File: config.mk
export PLATFORM = sky130hd
export DESIGN_NAME = control_ventilacion_alarma
export DESIGN_NICKNAME = d
export VERILOG_FILES = /design/src/rtl/control_ventilacion_alarma_pkg.sv /design/src/rtl/control_ventilacion_alarma_contador_persistencia.sv /design/src/rtl/control_ventilacion_alarma.sv
export SDC_FILE = /design/constraint.sdc
export NUM_CORES = 1
export LEC_CHECK = 0
export CORE_MARGIN = 4
export CORE_UTILIZATION = 42
export DETAILED_ROUTE_END_ITERATION = 12
export GPL_ROUTABILITY_DRIVEN = 0
export PLACE_DENSITY = 0.73
export SLEW_MARGIN = 40
export SYNTH_ARGS = -nofsm -noshare
export SYNTH_HDL_FRONTEND = slang
export SYNTH_HIERARCHICAL = 1
export SYNTH_SLANG_ARGS = --single-unit
File: constraint.sdc
create_clock -name clk -period 2.18 [get_ports clk]
set_input_delay 0.218 -clock clk [delete_from_list [all_inputs] [get_ports clk]]
set_output_delay 0.218 -clock clk [all_outputs]
set_load 0.02 [all_outputs]
File: src/rtl/control_ventilacion_alarma_pkg.sv
// Shared definitions for the ventilation/alarm supervisor: state encoding and
// the clamped hysteresis exit-level helper.
package control_ventilacion_alarma_pkg;

   localparam int ST_W = 2;

   typedef enum logic [ST_W-1:0] {
      NORMAL     = 2'd0,
      VENTILANDO = 2'd1,
      ALARMA     = 2'd2
   } estado_t;

   // A threshold minus its hysteresis, floored at zero so small thresholds never wrap.
   function automatic int exit_level(input int thr, input int hist);
      return (hist > thr) ? 0 : thr - hist;
   endfunction

endpackage

File: src/rtl/control_ventilacion_alarma_contador_persistencia.sv
// Persistence counter: tracks the candidate state and how many consecutive valid
// samples have pointed at it; pulses 'reach' on the sample that completes the run.
module control_ventilacion_alarma_contador_persistencia
   import control_ventilacion_alarma_pkg::*;
#(
   parameter int N_MUESTRAS = 4,
   parameter int CNT_W      = $clog2(N_MUESTRAS + 1)
) (
   input  logic    clk,
   input  logic    reset,
   input  estado_t target,
   input  estado_t state,
   input  logic    valid,
   input  logic    enable,
   output logic    reach,
   output estado_t cand
);

   localparam logic [CNT_W-1:0] CNT_MAX = {CNT_W{1'b1}};
   localparam logic [CNT_W-1:0] CNT_N   = CNT_W'(N_MUESTRAS);

   estado_t          cand_q, cand_d;
   logic [CNT_W-1:0] cnt_q, cnt_d, cnt_new;

   always_comb begin
      cand_d  = cand_q;
      cnt_d   = cnt_q;
      cnt_new = cnt_q;
      reach   = 1'b0;
      if (valid) begin
         if (target == state) begin
            cand_d = state;
            cnt_d  = '0;
         end else if (!enable) begin
            cnt_d = '0;
         end else begin
            if (target == cand_q) begin
               cnt_new = (cnt_q == CNT_MAX) ? cnt_q : cnt_q + 1'b1;
            end else begin
               cand_d  = target;
               cnt_new = CNT_W'(1);
            end
            // Completing the run hands the candidate to the FSM and restarts counting.
            if (cnt_new == CNT_N) begin
               reach = 1'b1;
               cnt_d = '0;
            end else begin
               cnt_d = cnt_new;
            end
         end
      end
   end

   always_ff @(posedge clk) begin
      if (reset) begin
         cand_q <= NORMAL;
         cnt_q  <= '0;
      end else begin
         cand_q <= cand_d;
         cnt_q  <= cnt_d;
      end
   end

   assign cand = cand_d;

endmodule

File: src/rtl/control_ventilacion_alarma.sv
// Temperature supervisor driving Ventilacion/Alarma with hysteresis and N-sample
// persistence. Define ALARMA_ENCLAVADA_EN to latch ALARMA until Reconocer is seen.
module control_ventilacion_alarma
   import control_ventilacion_alarma_pkg::*;
#(
   parameter int TEMP_W     = 8,
   parameter int T_VENT     = 30,
   parameter int T_ALARMA   = 45,
   parameter int HIST       = 2,
   parameter int N_MUESTRAS = 4
) (
   input  logic              clk,
   input  logic              reset,
   input  logic [TEMP_W-1:0] Temperatura,
   input  logic              Dato_valido,
   input  logic              Reconocer,
   output logic              Ventilacion,
   output logic              Alarma,
   output logic [ST_W-1:0]   Estado
);

   localparam int                CNT_W = $clog2(N_MUESTRAS + 1);
   localparam logic [TEMP_W-1:0] TH_V  = TEMP_W'(T_VENT);
   localparam logic [TEMP_W-1:0] TH_A  = TEMP_W'(T_ALARMA);
   localparam logic [TEMP_W-1:0] LV    = TEMP_W'(exit_level(T_VENT, HIST));
   localparam logic [TEMP_W-1:0] LA    = TEMP_W'(exit_level(T_ALARMA, HIST));

   estado_t state_q, state_d, target, cand;
   logic    ventilacion_q, ventilacion_d, alarma_q, alarma_d;
   logic    reach, enable;

   always_comb begin
      target = NORMAL;
      case (state_q)
         NORMAL: begin
            if (Temperatura >= TH_A)      target = ALARMA;
            else if (Temperatura >= TH_V) target = VENTILANDO;
            else                          target = NORMAL;
         end
         VENTILANDO: begin
            if (Temperatura >= TH_A)    target = ALARMA;
            else if (Temperatura < LV)  target = NORMAL;
            else                        target = VENTILANDO;
         end
         ALARMA: begin
            if (Temperatura < LV)       target = NORMAL;
            else if (Temperatura < LA)  target = VENTILANDO;
            else                        target = ALARMA;
         end
         default: target = NORMAL;
      endcase
   end

   control_ventilacion_alarma_contador_persistencia #(
      .N_MUESTRAS (N_MUESTRAS),
      .CNT_W      (CNT_W)
   ) u_contador (
      .clk    (clk),
      .reset  (reset),
      .target (target),
      .state  (state_q),
      .valid  (Dato_valido),
      .enable (enable),
      .reach  (reach),
      .cand   (cand)
   );

   // Outputs are decoded from the next state so they move on the accepting edge.
   always_comb begin
      case (state_q)
         NORMAL, VENTILANDO, ALARMA: state_d = reach ? cand : state_q;
         default:                    state_d = NORMAL;
      endcase
      ventilacion_d = (state_d == VENTILANDO);
      alarma_d      = (state_d == ALARMA);
   end

   always_ff @(posedge clk) begin
      if (reset) begin
         state_q       <= NORMAL;
         ventilacion_q <= 1'b0;
         alarma_q      <= 1'b0;
      end else begin
         state_q       <= state_d;
         ventilacion_q <= ventilacion_d;
         alarma_q      <= alarma_d;
      end
   end

`ifdef ALARMA_ENCLAVADA_EN
   logic ack_q, ack_d;

   // Entering ALARMA re-arms the latch; only an acknowledge inside ALARMA releases it.
   always_comb begin
      ack_d = ack_q;
      if (state_q == ALARMA && Reconocer) ack_d = 1'b1;
      if (state_d == ALARMA && state_q != ALARMA) ack_d = 1'b0;
   end

   always_ff @(posedge clk) begin
      if (reset) ack_q <= 1'b0;
      else       ack_q <= ack_d;
   end

   assign enable = (state_q != ALARMA) || ack_q;
`else
   logic unused_reconocer;
   assign unused_reconocer = Reconocer;
   assign enable           = 1'b1;
`endif

   assign Ventilacion = ventilacion_q;
   assign Alarma      = alarma_q;
   assign Estado      = state_q;

endmodule

==> metrics.txt <==
DR vias 688; vias in the first global route 669; Adder-Cell Fraction of Synth Area 1.946%; CTS sink cnt 9; final wirelength 1688 µm; VDD IR max 0.2981 mV; Mapped Nets 90; CP top delay family simple AND/OR/NAND/NOR gates; Comb pwr share 24.5%; Bufs on Longest Clock Path 2; Worst EP required 2.33 ns; Placement Setup Slack -0.6522 ns; Critical Path AT 2.35 ns; # diodes 0; antenna violations before repair 0; Cells after DPL 114; CTS tree built; pwr/cell area 399.8 nW/µm²; largest family of logic cells by synthesized area simple AND/OR/NAND/NOR gates; Synth Cell Area 643.1 µm²; layout cells sized above 1 39.25%; Total GRT Usage 17.08%; row count 13; Core ar. 1366 µm²; Synth Area in Compound Gates 24.51%; Psw 103.7 µW; Hold Violations, Final 0; Final period util 100.9%; power share of the sequential group 43.1%; Yosys cell types 34; CTS Hold Buffers Added 0; f_max 0.4547 GHz; initial drt markers 14; Worst setup EP type register; antenna viol nets, final 0; first-pass GRT wire length 2732 µm; width of the die 47.13 µm; Yosys top cell area share 28.02%; # nets final 121; minimum clock period after layout 2.199 ns; RSZ-0062 raised after global routing yes; drt first pass iters 4; Synth Area in Simple Gates 27.24%; via-per-instance ratio 5.639; Post-Synthesis Cells 77; xor-xnor portion of the synthesized cell area 6.809%; top cells by area, synth dfxtp_1 28%, o211ai_1 5.8%, nor2_1 5.3%; Non-Filler Instances 122; Clk network pwr share 32.4%; CP max FO 4; # DRC 0; port bufs 14; leading area contributor after synthesis dfxtp_1; sequential element share of the synthesized area 28.02%; Layout area overhead 51.56%; Slowest-stage cell, CP mux2_4; switching share of power 26.61%; Final Max Tran Viols 0; die area 2221 µm²; routed wire length per instance 13.84 µm; H-tree depth 1; Worst-Skew Late Latency 0.26 ns; critical path, cell by cell buf_2 > and3_4 > a32o_1 > o2bb2ai_1 > mux2_4 > xnor2_4 > a21oi_2 > nand2_2 > nor3_4 > nand2b_1 > o211ai_1 > nor2_1 > and2_1; Num CTS Buffers 3; Lkg Pwr 0.4021 nW; Mean Syn Cell Area 8.352 µm²; Syn. warnings 6; clock-pin slew on the worst setup and hold paths 0.06 ns; max incr delay on CP 0.33 ns; kind of start point of the critical path primary input; mux share of post-synthesis cell area 9.144%; maxcap violations 0; chip height 47.13 µm; total I/O pin count 16; status complete, but fails checks; failing checks setup timing; DP HPWL 1193 µm; Final setup violation count 2; Hold Path Class reg -> reg; clk_skew 0.006461 ns; Yosys reg bits 9; largest net degree at the start of global routing 8; WP buf/inv 1; final worst slack -0.01932 ns; CTS root buf clkbuf_4; Initial Util 47.07%; Int Power 286.0 µW; grt ovf 0; Worst Setup Path Type in -> reg
[cell type report]
type / count / area [µm²]
multi-input combinational: 65 / 544.3
fill: 101 / 391.6
timing repair buffer: 26 / 190.2
sequential: 9 / 183.9
clock buffer: 4 / 26.28
tap: 15 / 18.77
inverter: 3 / 11.26
[layer usage]
| layer | share of wire, % | vias to the layer above | global-route usage, % |
|---|---|---|---|
| li1 | - | 354 | - |
| met1 | 43 | 319 | 19.72 |
| met2 | 52 | 15 | 30.62 |
| met3 | 4.6 | 0 | 3.831 |
| met4 | 0 | 0 | 6.077 |
| met5 | 0 | - | 0 |
[final timing paths]
path | from | endpoint | slack, ns | cells after the start
hold / removal | u_contador/cnt_q[1]$_SDFFE_PP0P_ | u_contador/cnt_q[1]$_SDFFE_PP0P_ | 0.56 | 2
setup reg to reg | Estado[1]$_SDFF_PP0_ | Alarma$_SDFF_PP0_ | -0.01 | 12
setup / recovery | Temperatura[2] | Alarma$_SDFF_PP0_ | -0.02 | 13
hold reg to reg | u_contador/cnt_q[1]$_SDFFE_PP0P_ | u_contador/cnt_q[1]$_SDFFE_PP0P_ | 0.56 | 2
[flip-flops by register name, summed over array words and instances, names as in the netlist]
register,cells
Alarma,1
u_contador/cnt_q,3
Ventilacion,1
u_contador/cand_q,2
Estado,2
[power groups by stage]
stage,registers (mW),clock network [mW],logic (mW)
floorplan,0.174,0,0.0410
global placement,0.173,0,0.0854
detailed placement,0.173,0,0.0863
CTS,0.169,0.128,0.0880
global route,0.168,0.146,0.104
finish,0.168,0.126,0.0954
[worst reg2reg max path, delay by kind of cell (launching register included)]
| kind | cells | cell delay (ns) |
|---|---|---|
| AO/OA/AOI/OAI | 1 | 0.14 |
| flip-flops | 1 | 0.37 |
| AND/OR/NAND/NOR | 8 | 1.14 |
| XOR/XNOR | 1 | 0.15 |
| buffers and inverters | 2 | 0.27 |
[Yosys cell counts, drive strengths merged]
cell and number:
mux2 4, o31ai 1, nand2b 2, nor3 3, nor4 1, a31oi 1
conb 1, o2bb2ai 1, o211ai 5, a211oi 1, o21ai 1, and3 2
ha 1, xnor2 2, nand2 7, xor2 3, nand4 1, nor2b 4
a32o 3, dfxtp 9, nand3b 2, and2 2, a21oi 3, inv 3
a22o 2, mux2i 1, nor2 9, a32oi 2
[cell families (layout without fill, tap and decap cells)]
logic type | after synthesis | count (layout)
buffers and inverters | 3 | 33
AND/OR/NAND/NOR | 33 | 33
multiplexers | 5 | 5
other | 1 | 1
AO/OA/AOI/OAI | 20 | 20
adder cells (fa/ha/maj) | 1 | 1
flip-flops | 9 | 9
XOR/XNOR | 5 | 5
[per-stage QoR]
stage / instance area [µm²] / power, mW / setup TNS, ns / util [%] / hold slack [ns]
global placement: 874.6 / 0.2581 / -3.054 / 64.01 / 0.5475
CTS: 945.9 / 0.3851 / 0 / 69.23 / 0.5605
detailed placement: 874.6 / 0.2592 / -3.468 / 64.01 / 0.5467
finish: 974.7 / 0.3897 / -0.02449 / 71.34 / 0.5571
global route: 974.7 / 0.4177 / -0.3017 / 71.34 / 0.6280
floorplan: 655.6 / 0.2146 / 0 / - / 0.2823
[placed cells by master, fill, tap and decap left out, types with 2 or more instances in the layout]
cell	count
dfxtp_1	8
clkbuf_2	4
clkbuf_4	3
inv_1	3
a22o_1	2
nand2b_1	2
o211ai_1	5
clkdlybuf4s50_1	6
nand2_2	2
a32oi_1	2
buf_2	4
xor2_1	2
buf_4	12
nor2_1	8
mux2_4	2
and3_4	2
a32o_1	2
nand2_1	5
nor2b_1	3
a21oi_1	2
nor3_4	2
nand3b_1	2
[what timing repair did]
action | 4_1_cts | 5_1_grt
setup endpoints to repair | 8 | 3
gates resized for setup | 28 | 16
pin swaps | 10 | 15
buffers inserted | 1 | 3
Power figures use the tool's default switching activity.
